===== src/rtl/id_redirect_unit.sv =====
// IF/ID pipeline register with ID-stage branch/jump resolution and operand-hazard stall control.
// Define DELAY_SLOT_EN to keep the word after a taken branch (MIPS delay slot) instead of squashing it.
module id_redirect_unit (
    input  logic        clk,
    input  logic        rst,
    input  logic [31:0] instruction,
    input  logic [31:0] pc_plus_4,
    input  logic [31:0] rs_data,
    input  logic [31:0] rt_data,
    input  logic        ex_reg_write,
    input  logic        ex_mem_read,
    input  logic [4:0]  ex_dst,
    output logic [31:0] branch,
    output logic        select_pc,
    output logic        pc_hold,
    output logic        id_bubble,
    output logic [31:0] id_instruction,
    output logic [31:0] id_pc_plus_4,
    output logic        id_valid
);

    localparam logic [5:0] OpJ   = 6'h02;
    localparam logic [5:0] OpJal = 6'h03;
    localparam logic [5:0] OpBeq = 6'h04;
    localparam logic [5:0] OpBne = 6'h05;

    typedef enum logic [0:0] {StRun, StHold} state_e;

    state_e      state_q;
    logic        cnt_q;
    logic [31:0] instr_q, instr_d;
    logic [31:0] pc4_q, pc4_d;
    logic        valid_q, valid_d;

    logic [5:0]  opcode;
    logic [4:0]  rs_field, rt_field;
    logic [15:0] imm16;
    logic        is_beq, is_bne, is_cond, is_jump;
    logic        operands_equal, taken;
    logic [31:0] cond_target, jump_target, target;
    logic        src_match, hazard, flush;
    logic [1:0]  stall_len;

    assign opcode   = instr_q[31:26];
    assign rs_field = instr_q[25:21];
    assign rt_field = instr_q[20:16];
    assign imm16    = instr_q[15:0];

    assign is_beq  = (opcode == OpBeq);
    assign is_bne  = (opcode == OpBne);
    assign is_cond = is_beq | is_bne;
    assign is_jump = (opcode == OpJ) | (opcode == OpJal);

    assign operands_equal = (rs_data == rt_data);
    assign taken = (is_beq & operands_equal) | (is_bne & ~operands_equal) | is_jump;

    assign cond_target = pc4_q + {{14{imm16[15]}}, imm16, 2'b00};
    assign jump_target = {pc4_q[31:28], instr_q[25:0], 2'b00};
    assign target      = is_jump ? jump_target : cond_target;

    // Branches compare in ID, so they must wait even for ALU results; others only for loads.
    always_comb begin
        stall_len = 2'd0;
        if (is_cond) begin
            if (ex_mem_read) begin
                stall_len = 2'd2;
            end else if (ex_reg_write) begin
                stall_len = 2'd1;
            end
        end else if (!is_jump && ex_mem_read) begin
            stall_len = 2'd1;
        end
    end

    assign src_match = (ex_dst != 5'd0) & ((ex_dst == rs_field) | (ex_dst == rt_field));
    assign hazard    = (state_q == StRun) & valid_q & src_match & (stall_len != 2'd0);

    assign pc_hold   = (state_q == StHold) | hazard;
    assign id_bubble = pc_hold;
    assign select_pc = valid_q & taken & ~pc_hold;
    assign branch    = select_pc ? target : 32'h0;

`ifdef DELAY_SLOT_EN
    assign flush = 1'b0;
`else
    assign flush = select_pc;
`endif

    always_ff @(posedge clk) begin
        if (rst) begin
            state_q <= StRun;
            cnt_q   <= 1'b0;
        end else begin
            unique case (state_q)
                StRun: begin
                    if (hazard && stall_len == 2'd2) begin
                        state_q <= StHold;
                        cnt_q   <= 1'b0;
                    end
                end
                StHold: begin
                    if (cnt_q == 1'b0) begin
                        state_q <= StRun;
                    end else begin
                        cnt_q <= cnt_q - 1'b1;
                    end
                end
                default: state_q <= StRun;
            endcase
        end
    end

    always_comb begin
        instr_d = instr_q;
        pc4_d   = pc4_q;
        valid_d = valid_q;
        if (!pc_hold) begin
            pc4_d = pc_plus_4;
            if (flush) begin
                instr_d = 32'h0;
                valid_d = 1'b0;
            end else begin
                instr_d = instruction;
                valid_d = 1'b1;
            end
        end
    end

    always_ff @(posedge clk) begin
        if (rst) begin
            instr_q <= 32'h0;
            pc4_q   <= 32'h0;
            valid_q <= 1'b0;
        end else begin
            instr_q <= instr_d;
            pc4_q   <= pc4_d;
            valid_q <= valid_d;
        end
    end

    assign id_instruction = instr_q;
    assign id_pc_plus_4   = pc4_q;
    assign id_valid       = valid_q;

endmodule

===== config.mk =====
export PLATFORM = sky130hd
export DESIGN_NAME = id_redirect_unit
export DESIGN_NICKNAME = d
export VERILOG_FILES = /design/src/rtl/id_redirect_unit.sv
export SDC_FILE = /design/constraint.sdc
export NUM_CORES = 1
export LEC_CHECK = 0
export ABC_CLOCK_PERIOD_IN_PS = 9550
export CORE_MARGIN = 2
export CORE_UTILIZATION = 26
export CTS_BUF_LIST = sky130_fd_sc_hd__clkbuf_4
export CTS_CLUSTER_SIZE = 40
export DETAILED_ROUTE_END_ITERATION = 10
export PLACE_DENSITY_LB_ADDON = 0.15
export SLEW_MARGIN = 15
export SYNTH_ARGS = -nofsm -noshare
export SYNTH_HDL_FRONTEND = slang
export SYNTH_SLANG_ARGS = --single-unit

===== constraint.sdc =====
create_clock -name clk -period 9.55 [get_ports clk]
set_clock_uncertainty 0.2 [all_clocks]
set_input_delay 1.91 -clock clk [delete_from_list [all_inputs] [get_ports clk]]
set_output_delay 1.91 -clock clk [all_outputs]
set_load 0.1 [all_outputs]

==> results.py <==
metrics = {
    "drt": {
        "wl_um": 17900,
        "dr.pass1.iters": 4,
        "first_iter_violations": 229,
        "vias_per_cell": 4.93,
        "drc": 0,
        "drtAntennaViolNets": 0,
        "vias": 5453,
        "wire_per_inst_um": 16.2,
    },
    "sta": {
        "period_minus_slack_ps": 7860,
        "worst_pin_slew_ps": 1040,
        "slew_viol_final": 0,
        "slew-limit-headroom_pct": 30.3,
        "rsz0062_at_grt": "no",
        "setup_viol_count_final": 0,
        "hold_viol": 0,
        "period_share_pct": 82.3,
        "setup_tns_ps": 0,
        "fmax_mhz": 127,
    },
    "status": {
        "status": "complete, no violations",
    },
    "floorplanning": {
        "start_util_pct": 26.7,
        "rows": 49,
        "dieArea_um2": 19700,
        "die_w_um": 140,
        "coreArea_um2": 18100,
        "fp.dieH_um": 140,
        "ios": 237,
    },
    "logic_synthesis": {
        "async_flop_share_pct": 0,
        "yosys.area.top_type": "dfxtp_1",
        "yosysSeqAreaShare_pct": 27.3,
        "netlist-cell-type-count": 54,
        "syn_area_um2": 4830,
        "synth-seq-cells": 66,
        "synth-edff-count": 0,
        "syn_nets": 822,
        "ys.flop_type": "dfxtp_1",
        "syn_inst": 655,
        "synth.top_cell.area_share_pct": 27.3,
        "ys.warnings.count": 0,
        "avgSynthCellArea_um2": 7.38,
        "synth.most_common_cell": "nand2_1",
        "yosys-top-cells-count": "nand2_1 (135), a21oi_1 (113), dfxtp_1 (66)",
        "synth.top_cells.by_area": "dfxtp_1 (27%), a21oi_1 (12%), nand2_1 (10%)",
    },
    "power_and_ir_drop": {
        "power.total_mw": 0.878,
        "powerDensity_nw_per_um2": 117,
        "ir_worst_vdd_uv": 56.2,
        "leakage_nw": 3.10,
    },
    "placement": {
        "port_buffers": 236,
        "hpwl_um": 13100,
        "gp_congestion": 0.818,
        "dpl_cell_area_um2": 7380,
    },
    "global_routing": {
        "grt_overflow": 0,
        "antenna_found_initial": 1,
        "grt_pass1_vias": 5359,
        "grt_max_degree": 68,
        "track_usage_pct": 18.1,
        "grt_pass1_wl_um": 28500,
    },
    "layout": {
        "nFillCells": 1900,
        "final_area_um2": 7500,
        "area_delta_synth_final_pct": 55.2,
        "register_area_um2": 1320,
        "multi_input_area_um2": 3350,
        "nets": 1038,
        "drive_gt1_share_pct": 4.57,
    },
    "clock_tree": {
        "cts.repair.resized": 0,
        "cts_tree": "done",
        "htree_levels": 3,
        "ctsHoldBuffers": 0,
        "postCtsSetupBuffers": 0,
        "clockBufferDepth": 2,
        "cts.clk_slew.worst_paths_ps": 120,
        "numCtsBuffers": 9,
        "clkLatencyLatePin_ps": 460,
        "root_buffer": "clkbuf_4",
        "cts_sinks": 66,
    },
    "setup_path": {
        "cpPeakStageDelay_ps": 1120,
        "crit_type": "primary input to primary output",
        "critPathMaxFanout": 47,
        "required_ps": 7440,
        "worst_setup_path_start_kind": "primary input",
        "arrival_ps": 5750,
        "cp-end-kind": "primary output",
        "worstPathCellList": "clkdlybuf4s50_1 -> xor2_1 -> nor4_1 -> nand4_1 -> or3_1 -> a21oi_1 -> o211ai_4 -> buf_4 -> nor2_1 -> and2_1 -> clkdlybuf4s50_1",
        "critical_path.most_common_cell": "clkdlybuf4s50_1",
        "crit_path_top_delay_cell": "clkdlybuf4s50_1",
    },
    "worst_hold_path": {
        "hold_class": "flop to flop",
    },
    "run": {
        "cap_violations": 0,
    },
}
final timing paths:
kind | startpoint | end | slack (ps) | cells past startpoint
worst max-delay path | rt_data[22] | branch[1] | 1690 | 11
worst min-delay path | id_instruction[30]$_SDFFE_PP0N_ | id_instruction[30]$_SDFFE_PP0N_ | 280 | 2
worst max register to register | id_instruction[31]$_SDFFE_PP0N_ | id_pc_plus_4[19]$_SDFFE_PP0N_ | 6510 | 9
worst min register to register | id_instruction[30]$_SDFFE_PP0N_ | id_instruction[30]$_SDFFE_PP0N_ | 280 | 2
metrics by stage:
stage	instances	utilization (%)	setup slack, ps	hold slack, ps
detailed placement	1089	40.8	1650	268
finish	1106	41.5	1690	283
CTS	1105	41.4	1650	285
floorplan	655	-	1810	351
global placement	1089	40.8	1660	263
global route	1106	41.5	1410	305
cell families after synthesis:
family                     Yosys count  synth area share (%)
AOI/OAI and AO/OA                  197                  25.1
xor gates and xnor gates            65                  11.8
adders and majority gates           30                  7.92
buffers and inverters               43                  3.70
DFF                                 66                  27.3
and+or+nand+nor                    254                  24.2
sequential cells by signal (all words and copies together), names as in the netlist:
register,flops
state_q,1
id_valid,1
id_pc_plus_4,32
id_instruction,32
worst max-delay path: cells and delay by family:
kind | cells | cell delay (ps)
compound gates | 2 | 570
simple gates | 5 | 1180
buf+inv | 3 | 1910
xor+xnor | 1 | 160
layout by cell type (no fill, tap or decap), drive strengths merged, types with 2 or more instances in the layout:
cell,netlist,routed
o21bai,4,4
nand4,5,5
inv,6,6
a21oi,117,117
nand3b,2,2
clkbuf,24,11
nand4b,2,2
nor4,8,8
nor3b,2,2
or4b,2,2
and2,4,4
a21o,22,22
clkinv,0,5
clkdlybuf4s50,0,235
nand3,40,40
a211o,4,4
dfxtp,66,66
or3,3,3
xnor2,16,16
ha,29,29
and3,6,6
nor2b,4,4
a211oi,12,12
nor2,25,25
a31o,4,4
a31oi,5,5
nor4b,3,3
o22ai,2,2
o21ai,14,14
xor2,49,49
and4,2,2
nand2,135,135
nor3,6,6
o211ai,3,3
buf,13,7
or2,2,2
o21a,4,4
per-layer routing:
metal | global-route usage (%) | vias up | routed length (um)
met1 | 22.8 | 2508 | 7980
met2 | 30.8 | 175 | 8430
li1 | - | 2751 | -
met3 | 4.72 | 19 | 1120
met5 | 0 | - | 0
met4 | 4.73 | 0 | 338
where the power goes:
part	switching (mW)	internal (mW)
Clock	0.115	0.0585
Combinational	0.251	0.141
Sequential	0.0211	0.292
final cells by class:
class                      instances  area share, %
sequential                        66           17.6
clock buffer                      11           1.10
timing repair buffer             242           32.0
antenna                            1         0.0334
inverter                           6          0.300
tap                              229           3.82
clock inverter                     5          0.417
multi-input combinational        546           44.7
(Power assumes the default switching activity.)
